<file path="config.mk">
export PLATFORM = sky130hd
export DESIGN_NAME = pipe_stall_ctrl
export DESIGN_NICKNAME = d
export VERILOG_FILES = /design/src/rtl/pipe_stall_ctrl_pkg.sv /design/src/rtl/pipe_stall_ctrl_sat_counter32.sv /design/src/rtl/pipe_stall_ctrl.sv
export SDC_FILE = /design/constraint.sdc
export NUM_CORES = 1
export LEC_CHECK = 0
export ABC_AREA = 1
export CORE_UTILIZATION = 55
export DETAILED_ROUTE_END_ITERATION = 6
export GPL_ROUTABILITY_DRIVEN = 0
export PLACE_DENSITY = 0.9
export REMOVE_ABC_BUFFERS = 1
export SYNTH_ARGS = -nofsm -noshare
export SYNTH_HDL_FRONTEND = slang
export SYNTH_SLANG_ARGS = --single-unit
</file>
<file path="constraint.sdc">
create_clock -name clk -period 5.3 [get_ports clk]
set_input_delay 1.06 -clock clk [delete_from_list [all_inputs] [get_ports clk]]
set_output_delay 1.06 -clock clk [all_outputs]
set_load 0.01 [all_outputs]
</file>
<file path="src/rtl/pipe_stall_ctrl_pkg.sv">
// Shared constants and types for the pipeline stall/flush scheduler.
// Stall vectors are built from STOP/NOSTOP so that bit ordering stays PC..WB, LSB first.
package pipe_stall_ctrl_pkg;

  localparam logic STOP   = 1'b1;
  localparam logic NOSTOP = 1'b0;

  localparam logic [5:0] STALL_NONE = {NOSTOP, NOSTOP, NOSTOP, NOSTOP, NOSTOP, NOSTOP};
  localparam logic [5:0] STALL_ID   = {NOSTOP, NOSTOP, NOSTOP, STOP,   STOP,   STOP};
  localparam logic [5:0] STALL_EX   = {NOSTOP, NOSTOP, STOP,   STOP,   STOP,   STOP};
  localparam logic [5:0] STALL_MEM  = {NOSTOP, STOP,   STOP,   STOP,   STOP,   STOP};

  typedef enum logic [1:0] {
    CTRL_RUN      = 2'd0,
    CTRL_EX_BUSY  = 2'd1,
    CTRL_MEM_WAIT = 2'd2
  } ctrl_state_e;

  function automatic logic [31:0] sat_inc32(input logic [31:0] v);
    return (v == 32'hFFFF_FFFF) ? v : v + 32'd1;
  endfunction

endpackage

</file>
<file path="src/rtl/pipe_stall_ctrl_sat_counter32.sv">
// 32-bit saturating event counter with synchronous active-low clear.
// CLR_VAL is the value loaded on clear (normally zero).
module sat_counter32
  import pipe_stall_ctrl_pkg::*;
#(
  parameter logic [31:0] CLR_VAL = 32'h0
) (
  input  logic        clk,
  input  logic        clr,
  input  logic        en,
  output logic [31:0] cnt
);

  always_ff @(posedge clk) begin
    if (!clr) begin
      cnt <= CLR_VAL;
    end else if (en) begin
      cnt <= sat_inc32(cnt);
    end
  end

endmodule

</file>
<file path="src/rtl/pipe_stall_ctrl.sv">
// Central stall/flush scheduler for the 5-stage pipeline: merges ID/EX/MEM stall
// requests and flushes into one stall vector, with EX occupancy and bus-wait timeout.
//
//   state         | meaning
//   --------------+-------------------------------------------------------------
//   CTRL_RUN      | normal issue; requests arbitrated flush > MEM > EX > ID
//   CTRL_EX_BUSY  | multi-cycle EX op in flight, remain counts down to 1
//   CTRL_MEM_WAIT | MEM stalled on bus; wait_left counts down to timeout
module pipe_stall_ctrl
  import pipe_stall_ctrl_pkg::*;
#(
  parameter int unsigned MAX_WAIT       = 255,
  parameter int unsigned LEN_W          = 6,
  parameter logic [31:0] STALL_CNT_INIT = 32'h0
) (
  input  logic             clk,
  input  logic             rst,
  input  logic             stallreq_id,
  input  logic             ex_mc_start,
  input  logic [LEN_W-1:0] ex_mc_len,
  input  logic             mem_stallreq,
  input  logic             flush_req,
  output logic [5:0]       stall,
  output logic             flush,
  output logic             ex_busy,
  output logic             bus_timeout,
  output logic [31:0]      stall_cnt
);

  // Entry cycle already counts as the first wait cycle, so the timer loads MAX_WAIT-1.
  localparam logic [15:0] WAIT_LOAD = 16'(MAX_WAIT - 1);

  ctrl_state_e      state, state_nxt;
  logic [LEN_W-1:0] remain, remain_nxt;
  logic [15:0]      wait_left, wait_nxt;
  logic             flush_pend, pend_nxt;
  logic             mem_mask;
  logic             mem_req;
  logic             timeout_c;
  logic             run_rules, run_mem, run_flush;
  logic [5:0]       stall_c;
  logic             flush_c;

  assign mem_req = mem_stallreq & ~mem_mask;

  always_comb begin
    state_nxt  = state;
    remain_nxt = remain;
    wait_nxt   = wait_left;
    pend_nxt   = flush_pend;
    stall_c    = STALL_NONE;
    flush_c    = 1'b0;
    timeout_c  = 1'b0;
    run_rules  = 1'b0;
    run_mem    = mem_req;
    run_flush  = flush_req;

    case (state)
      CTRL_RUN: begin
        run_rules = 1'b1;
      end
      CTRL_EX_BUSY: begin
        if (flush_req) begin
          flush_c    = 1'b1;
          remain_nxt = '0;
          state_nxt  = CTRL_RUN;
        end else begin
          stall_c    = mem_req ? STALL_MEM : STALL_EX;
          remain_nxt = remain - LEN_W'(1);
          if (remain == LEN_W'(1)) state_nxt = CTRL_RUN;
        end
      end
      CTRL_MEM_WAIT: begin
        if (mem_req && (wait_left != 16'd0)) begin
          stall_c  = STALL_MEM;
          wait_nxt = wait_left - 16'd1;
          if (flush_req) pend_nxt = 1'b1;
        end else begin
          // Leaving on bus release or timeout: arbitrate as RUN in this same cycle,
          // with the timed-out request masked and any deferred flush issued now.
          timeout_c = mem_req;
          run_rules = 1'b1;
          run_mem   = 1'b0;
          run_flush = flush_req | flush_pend;
          pend_nxt  = 1'b0;
          wait_nxt  = '0;
          state_nxt = CTRL_RUN;
        end
      end
      default: begin
        state_nxt = CTRL_RUN;
      end
    endcase

    if (run_rules) begin
      if (run_flush) begin
        flush_c   = 1'b1;
        state_nxt = CTRL_RUN;
      end else if (run_mem) begin
        stall_c   = STALL_MEM;
        wait_nxt  = WAIT_LOAD;
        state_nxt = CTRL_MEM_WAIT;
      end else if (ex_mc_start && (ex_mc_len >= LEN_W'(2))) begin
        stall_c    = STALL_EX;
        remain_nxt = ex_mc_len - LEN_W'(1);
        state_nxt  = CTRL_EX_BUSY;
      end else if (stallreq_id) begin
        stall_c = STALL_ID;
      end
    end
  end

  always_ff @(posedge clk) begin
    if (!rst) begin
      state       <= CTRL_RUN;
      remain      <= '0;
      wait_left   <= '0;
      flush_pend  <= 1'b0;
      mem_mask    <= 1'b0;
      bus_timeout <= 1'b0;
    end else begin
      state       <= state_nxt;
      remain      <= remain_nxt;
      wait_left   <= wait_nxt;
      flush_pend  <= pend_nxt;
      mem_mask    <= timeout_c | (mem_mask & mem_stallreq);
      bus_timeout <= timeout_c;
    end
  end

  assign stall   = rst ? stall_c : STALL_NONE;
  assign flush   = rst & flush_c;
  assign ex_busy = (state == CTRL_EX_BUSY);

  sat_counter32 #(
    .CLR_VAL (STALL_CNT_INIT)
  ) u_stall_cnt (
    .clk (clk),
    .clr (rst),
    .en  (stall[0]),
    .cnt (stall_cnt)
  );

endmodule

</file>
# After elaboration in Yosys (flattened, before gate mapping)
# Index checks and enable logic that the tools add are counted.
[op_classes]
eq_ne = 5
n_lt_le_gt_ge = 1
add_sub_neg = 4
n_mux = 43
bitwise = 7
n_reduce_logical = 6
[ops]
columns = ["cell", "count"]
rows = [
  ["16-bit 2-to-1 mux", 5],
  ["6-bit 2-to-1 mux", 12],
  ["32-bit by 1-bit adder with 32-bit output (second input constant)", 1],
  ["32-bit == test (second input constant)", 1],
  ["16-bit nonzero test", 1],
  ["16-bit by 1-bit subtractor with 16-bit output (second input constant)", 1],
  ["5-bit 2-to-1 mux", 3],
  ["2-bit 2-to-1 mux", 7],
  ["1-bit 2-to-1 mux", 13],
  ["6-bit by 1-bit subtractor with 6-bit output (second input constant)", 2],
  ["5-bit one-hot mux with 2 select lines", 1],
  ["6-bit by 1-bit == test with 1-bit output (second input constant)", 1],
  ["6-bit by 2-bit greater-or-equal comparator with 1-bit output (second input constant)", 1],
  ["2-bit one-hot mux with 3 select lines", 1],
  ["2-bit AND reduction", 2],
  ["1-bit AND", 3],
  ["2-bit by 1-bit == test with 1-bit output (second input constant)", 1],
  ["2-bit == test (second input constant)", 1],
  ["1-bit logical AND", 2],
  ["2-bit zero test", 1],
  ["2-bit != test (second input constant)", 1],
  ["1-bit NOT", 2],
  ["1-bit OR", 2],
  ["1-bit one-hot mux with 2 select lines", 1],
]
[totals]
output_inout_bits = 41
regBits = 59
in_bits = 12
word_cells = 73

# Logic depth before layout (Yosys ltp)
# Gate-level depths: netlist of the first run.
[depth]
ltp_word = 12
ltp_mapped = 15
ltp_nobuf = 15

# Cells and area by module
# From an unflattened synthesis of the first run, not the netlist that was laid out.
[hier_totals]
hier_cells = 590
hier_area_um2 = 3921.3
[by_module_without_submodules]
columns = ["mod", "seq_area_each_um2", "instances", "area_per_inst_um2", "cells_each"]
rows = [
  ["sat_counter32", 640.6, 1, 1994.4, 319],
  ["pipe_stall_ctrl", 540.5, 1, 1926.8, 271],
]

# Worst setup path after synthesis of the first run
# No wires, ideal clock.
[synth_path]
path_kind = "input-to-output"
startpoint = "input port ex_mc_len[0]"
endpoint = "output port stall[0]"
slack_ps = 1912
t_required_ps = 4240
cell_stages = 14
t_arrival_ps = 2328
path_buffers = 2
path_cell_list = "inv_1 ha_1 nor2_1 nand3_1 nand2_1 inv_1 nor2_1 nand2_1 nand3_1 nand2_2 buf_2 nand2_1 inv_1 buf_4"
[synth_via]
elab_chain_cells = 7
[synth_rtl]
columns = ["element", "line", "rtl"]
rows = [
  ["from (decl)", "pipe_stall_ctrl.sv:20", "input logic [LEN_W-1:0] ex_mc_len,"],
  ["6-bit by 2-bit greater-or-equal comparator with 1-bit output", "pipe_stall_ctrl.sv:103", "end else if (ex_mc_start && (ex_mc_len >= LEN_W'(2))) begin"],
  ["1-bit logical AND", "pipe_stall_ctrl.sv:103", ""],
  ["6-bit 2-to-1 mux", "pipe_stall_ctrl.sv:103", ""],
  ["6-bit 2-to-1 mux", "pipe_stall_ctrl.sv:99", "end else if (run_mem) begin"],
  ["6-bit 2-to-1 mux", "pipe_stall_ctrl.sv:96", "if (run_flush) begin"],
  ["6-bit 2-to-1 mux", "pipe_stall_ctrl.sv:95", "if (run_rules) begin"],
  ["6-bit 2-to-1 mux", "pipe_stall_ctrl.sv:131", "assign stall = rst ? stall_c : STALL_NONE;"],
  ["to (decl)", "pipe_stall_ctrl.sv:23", "output logic [5:0] stall,"],
]
# Every way passes these cells.

# Worst setup path in the final report of the first run
# Same ends and word-level chain as after synthesis.

==> out/metrics.cfg, run 1 <==
[run_status]
outcome = finished, final reports clean

[sta]
hold_viol = 0
setup_tns_ns = 0
rsz0062_at_grt = false
finalClockSkew_ns = 0.0106
tightest_slew_ns = 0.624
max_slew_margin = 0.583
max_freq_mhz = 225
layout_min_cycle_time_ns = 4.44
setup-violations-final = 0
finalCritPeriodShare = 0.838
slew_viol_final = 0

[power_and_ir_drop]
internal_power_mw = 0.781
pwr-share-comb = 0.162
switching_power_mw = 0.306
vdd_drop_max_uv = 130
clockPowerShare = 0.402
seqPwrFrac = 0.436
power_mw = 1.09
p_per_area_nw_per_um2 = 241
p_sw_frac = 0.281
leakagePower_nw = 1.67

[yosys]
syn_area_sq_um = 3810
yosysTopAreaCellShare = 0.310
synth-edff-count = 0
yosysUniqueCellTypes = 36
ys_ff_latch = 59
synthTopCellsByArea = dfxtp_1 31%, nand2_1 14%, nand4_1 6.6%
synthAdderAreaFrac = 0.0328
synth_largest_area_cell = dfxtp_1
ys.flop_type = dfxtp_1
synth_compound_area_frac = 0.0971
synth_common_cells = 138 x nand2_1, 65 x nor2_1, 59 x dfxtp_1
synthArstFlopShare = 0
synth_top_family_by_area = simple AND/OR/NAND/NOR gates
synth-xor-area-share = 0.0988
syn_inst = 562
synth.most_common_cell = nand2_1
synthSimpleGateAreaFrac = 0.373
avgSynthCellArea_sq_um = 6.78
seq_area_frac_synth = 0.310
yosys_warnings = 0
muxShareOfSynthArea = 0

[final_layout]
nets = 627
stdcell_count = 687
final_core_util = 0.691
stdcell_area_sq_um = 4520
fill_cells = 531
antenna_cells = 0
area_delta_synth_final_pct = 18.4
drive_above_1_share = 0.0787

[floorplanning]
dieWidth_um = 85.3
die_y_um = 85.3
floorplan.die_area_sq_um = 7270
io_pins = 53
coreArea_sq_um = 6530
initial_core_util = 0.584
rows = 29

[cts]
ctsResizeCount = 0
cts_buffer_depth = 2
clk_pin_slew_worst_paths_ns = 0.07
clk_latency_ns = 0.35
cts_tree = built
clock-sinks = 59
htree_levels = 3
numCtsBuffers = 9
postCtsSetupBuffers = 0
cts-root-buf = clkbuf_8
cts_hold_buf = 0

[route]
drt_iter0_drc = 363
viasPerCell = 5.72
ant_nets = 0
vias = 3931
drt-total-wl_um = 9240
routedWlPerCell_um = 13.4
drc = 0
first_pass_iters = 6

[placed_design]
dp_hpwl_um = 6620
dp_cells = 671
port-buffer-count = 51
post_dp_cell_area_sq_um = 4300

[global_routing]
grt-ovfl-total = 0
grt_pass1_vias = 3497
grt_pass1_wl_um = 15200
track_usage = 0.261
antenna_found_initial = 0
grt_max_degree = 38

[setup_path]
crit_path_end_kind = output port
criticalPathCategory = in -> out
startpoint_type = input port
crit_required_ns = 4.24
cp_max_fo = 32
cp.arrival_ns = 3.38

[job]
maxCapViolations = 0

[min_path]
hp-class = reg -> reg

==> sequential cells by signal (all words and copies together), names as in the netlist <==
name and cells:
u_stall_cnt.cnt 32, wait_left 16, remain 6, state 2
bus_timeout 1, flush_pend 1, mem_mask 1
==> cells in the final DEF (no fill, tap or decap), types with 7 or more instances in the layout <==
| cell type | count |
|---|---|
| nand4_1 | 40 |
| xor2_1 | 28 |
| nand2_1 | 138 |
| nor2_1 | 65 |
| xnor2_1 | 15 |
| nand3_1 | 19 |
| o21ai_0 | 14 |
| clkbuf_8 | 12 |
| clkdlybuf4s50_1 | 51 |
| nor3_1 | 17 |
| inv_2 | 7 |
| inv_1 | 44 |
| dfxtp_1 | 59 |
| ha_1 | 10 |
| nand2_2 | 7 |
| a21oi_1 | 47 |
==> cell families (layout without fill, tap and decap cells) <==
family | after synthesis | in the layout
other | 1 | 1
adders and majority gates | 10 | 10
and+or+nand+nor | 307 | 307
DFF | 59 | 59
buffers and inverters | 73 | 121
xor gates and xnor gates | 43 | 43
AOI/OAI and AO/OA | 69 | 69
==> critical path, cell delays in order <==
cell and delay (ns):
clkdlybuf4s50_1 0.43, inv_1 0.13, ha_1 0.16, nor2_1 0.04, nand3_1 0.07, nand2_1 0.06, inv_1 0.09, nor2_1 0.06
nand2_1 0.07, nand3_1 0.08, nand2_2 0.07, buf_4 0.31, nand2_1 0.10, inv_1 0.09, clkdlybuf4s50_1 0.53
==> final cells by class <==
class	count	area (sq um)	share of cell area
clock buffers	13	169	0.0374
clock inverters	3	45.0	0.00998
inverters	51	191	0.0424
multi-input cells	430	2300	0.509
flip-flops and latches	59	1180	0.262
well taps	77	96.3	0.0213
repair buffers	54	533	0.118
==> per-stage QoR <==
stage          setup slack [ns]  hold WS [ns]
2_1_floorplan              1.86         0.431
3_3_place_gp              0.927         0.440
6_report                  0.859         0.465
3_5_place_dp              0.863         0.457
5_1_grt                   0.678         0.499
4_1_cts                   0.865         0.468
==> power groups by stage <==
stage          sequential (mW)  combinational (mW)  clock [mW]
6_report                 0.475               0.176       0.437
5_1_grt                  0.476               0.195       0.463
4_1_cts                  0.474               0.176       0.440
3_5_place_dp             0.484               0.174           0
3_3_place_gp             0.484               0.168           0
2_1_floorplan            0.482               0.121           0
==> worst paths after layout <==
| path | depth (start not counted) | from | slack (ns) | end |
|---|---|---|---|---|
| max reg2reg | 10 | u_stall_cnt.cnt[1] | 2.60 | u_stall_cnt.cnt[1] |
| min reg2reg | 2 | mem_mask | 0.46 | mem_mask |
| min | 2 | mem_mask | 0.46 | mem_mask |
| max | 15 | ex_mc_len[0] | 0.86 | stall[0] |
==> layer usage <==
layer	up-vias	GRT usage	share of wire
li1	1935	-	-
met1	1810	0.333	0.44
met2	163	0.427	0.46
met3	23	0.0574	0.071
met4	0	0.111	0.024
met5	-	0	0
Power figures use the tool's default switching activity.
==> run 2, diff against run 1 <==
==> constraint.sdc (replaced) <==
create_clock -name clk -period 4.1 [get_ports clk]
set_input_delay 0.82 -clock clk [delete_from_list [all_inputs] [get_ports clk]]
set_output_delay 0.82 -clock clk [all_outputs]
set_load 0.01 [all_outputs]
==> run 2 against run 1 <==
  * Clock-buffer cell count is 3 lower
  * Critical path type unchanged
  * Design area is 0.44% higher
  * Sequential share of layout area is 0.12 points lower
  * First-iteration DRC count is 14% higher
  * Via count is 2.7% higher
  * Highest routed layer unchanged
  * Sequential power is 29% higher
  * Final cell count is 0.15% higher
  * Worst setup slack worse by 0.51 ns
  * Largest power group unchanged
  * Global-route usage is 1.9 points higher
  * Clock skew is 0.0014 ns higher
  * Critical path depth is 3 lower
==> out/metrics.cfg, run 2 (synthesis gave the netlist of run 1 again) <==
[sta]
max_slew_margin = 0.565
max_freq_mhz = 267
finalClockSkew_ns = 0.0119
slew_viol_final = 0
whs_ns = 0.461
setup_tns_ns = 0
hold_viol = 0
tightest_slew_ns = 0.651
setup_ws_ns = 0.349
rsz0062_at_grt = false
layout_min_cycle_time_ns = 3.75
setup-violations-final = 0
finalCritPeriodShare = 0.915

[cts]
cts-root-buf = clkbuf_8
clk_pin_slew_worst_paths_ns = 0.08
postCtsSetupBuffers = 0
clock-sinks = 59
numCtsBuffers = 9
clk_latency_ns = 0.34
htree_levels = 3
cts_tree = built
cts_buffer_depth = 2
ctsResizeCount = 0
cts_hold_buf = 0

[route]
met2WireLength_um = 4640
drc = 0
viasPerCell = 5.87
drt-met1-wl_um = 4150
first_pass_iters = 5
vias = 4036
drt_iter0_drc = 415
ant_nets = 0
routedWlPerCell_um = 14.1
drt-total-wl_um = 9730
topRoutingLayerUsed = met4
wl_met3_um = 768

[global_routing]
grt-ovfl-total = 0
grt_max_degree = 34
antenna_found_initial = 0
track_usage = 0.280
grt_pass1_vias = 3714
grt_pass1_wl_um = 16500

[final_layout]
area_delta_synth_final_pct = 19.0
layout_common_cells = 138 x nand2_1, 65 x nor2_1, 59 x dfxtp_1
antenna_cells = 0
final_core_util = 0.694
reg_top3 = u_stall_cnt.cnt (32), wait_left (16), remain (6)
max_flop_register = u_stall_cnt.cnt
stdcell_area_sq_um = 4540
layout_commonest_cell = nand2_1
nets = 628
fill_cells = 540
largest_register_ffs = 32
stdcell_count = 688
drive_above_1_share = 0.0818

[setup_path]
cp_max_fo = 7
crit_path_end_kind = output port
criticalPathCategory = in -> out
cp.arrival_ns = 2.93
startpoint_type = input port
crit_required_ns = 3.28

[floorplanning]
initial_core_util = 0.584
coreArea_sq_um = 6530
die_y_um = 85.3
dieWidth_um = 85.3
rows = 29
floorplan.die_area_sq_um = 7270
io_pins = 53

[min_path]
hp-class = reg -> reg

[power_and_ir_drop]
p_per_area_nw_per_um2 = 319
internal_power_mw = 1.04
pwr-share-comb = 0.161
clockPowerShare = 0.415
leakagePower_nw = 1.68
vdd_drop_max_uv = 180
seqPwrFrac = 0.424
power_mw = 1.45
p_sw_frac = 0.283
switching_power_mw = 0.410

[placed_design]
dp_hpwl_um = 6870
port-buffer-count = 51
post_dp_cell_area_sq_um = 4310
dp_cells = 672
preCtsSetupSlack_ns = 0.380

[job]
maxCapViolations = 0

[run_status]
outcome = finished, final reports clean

==> run 2: final timing paths <==
check / cells past startpoint / end / slack (ns) / startpoint
worst max register to register: 9 / u_stall_cnt.cnt[14] / 1.28 / u_stall_cnt.cnt[1]
worst max-delay path: 12 / stall[4] / 0.35 / mem_stallreq
worst min-delay path: 2 / mem_mask / 0.46 / mem_mask
worst min register to register: 2 / mem_mask / 0.46 / mem_mask
==> run 2: final cells by class <==
type / instances / area, sq um / area share
multi-input combinational: 430 / 2300 / 0.507
sequential: 59 / 1180 / 0.260
timing repair buffer: 55 / 541 / 0.119
inverter: 51 / 191 / 0.0422
clock buffer: 10 / 138 / 0.0303
tap: 77 / 96.3 / 0.0212
clock inverter: 6 / 88.8 / 0.0196
==> run 2: critical path, stage by stage <==
cell and delay (ns):
clkdlybuf4s50_1 0.47, nand2_1 0.09, inv_1 0.11, nand2_2 0.09, nand3_1 0.11, nand2_1 0.12, inv_1 0.12, nand3_1 0.10
inv_1 0.08, nand2_1 0.15, o21ai_0 0.12, clkdlybuf4s50_1 0.55
==> run 2: metal layers <==
metal,up-vias,GRT usage
met2,192,0.466
met3,20,0.0409
li1,1931,-
met5,-,0
met1,1893,0.359
met4,0,0.126
==> run 2: power by group through the flow <==
stage	Clock (mW)	Sequential (mW)	Combinational [mW]
2_1_floorplan	0	0.624	0.157
3_3_place_gp	0	0.625	0.219
3_5_place_dp	0	0.627	0.229
4_1_cts	0.603	0.614	0.231
5_1_grt	0.634	0.617	0.259
6_report	0.601	0.614	0.233
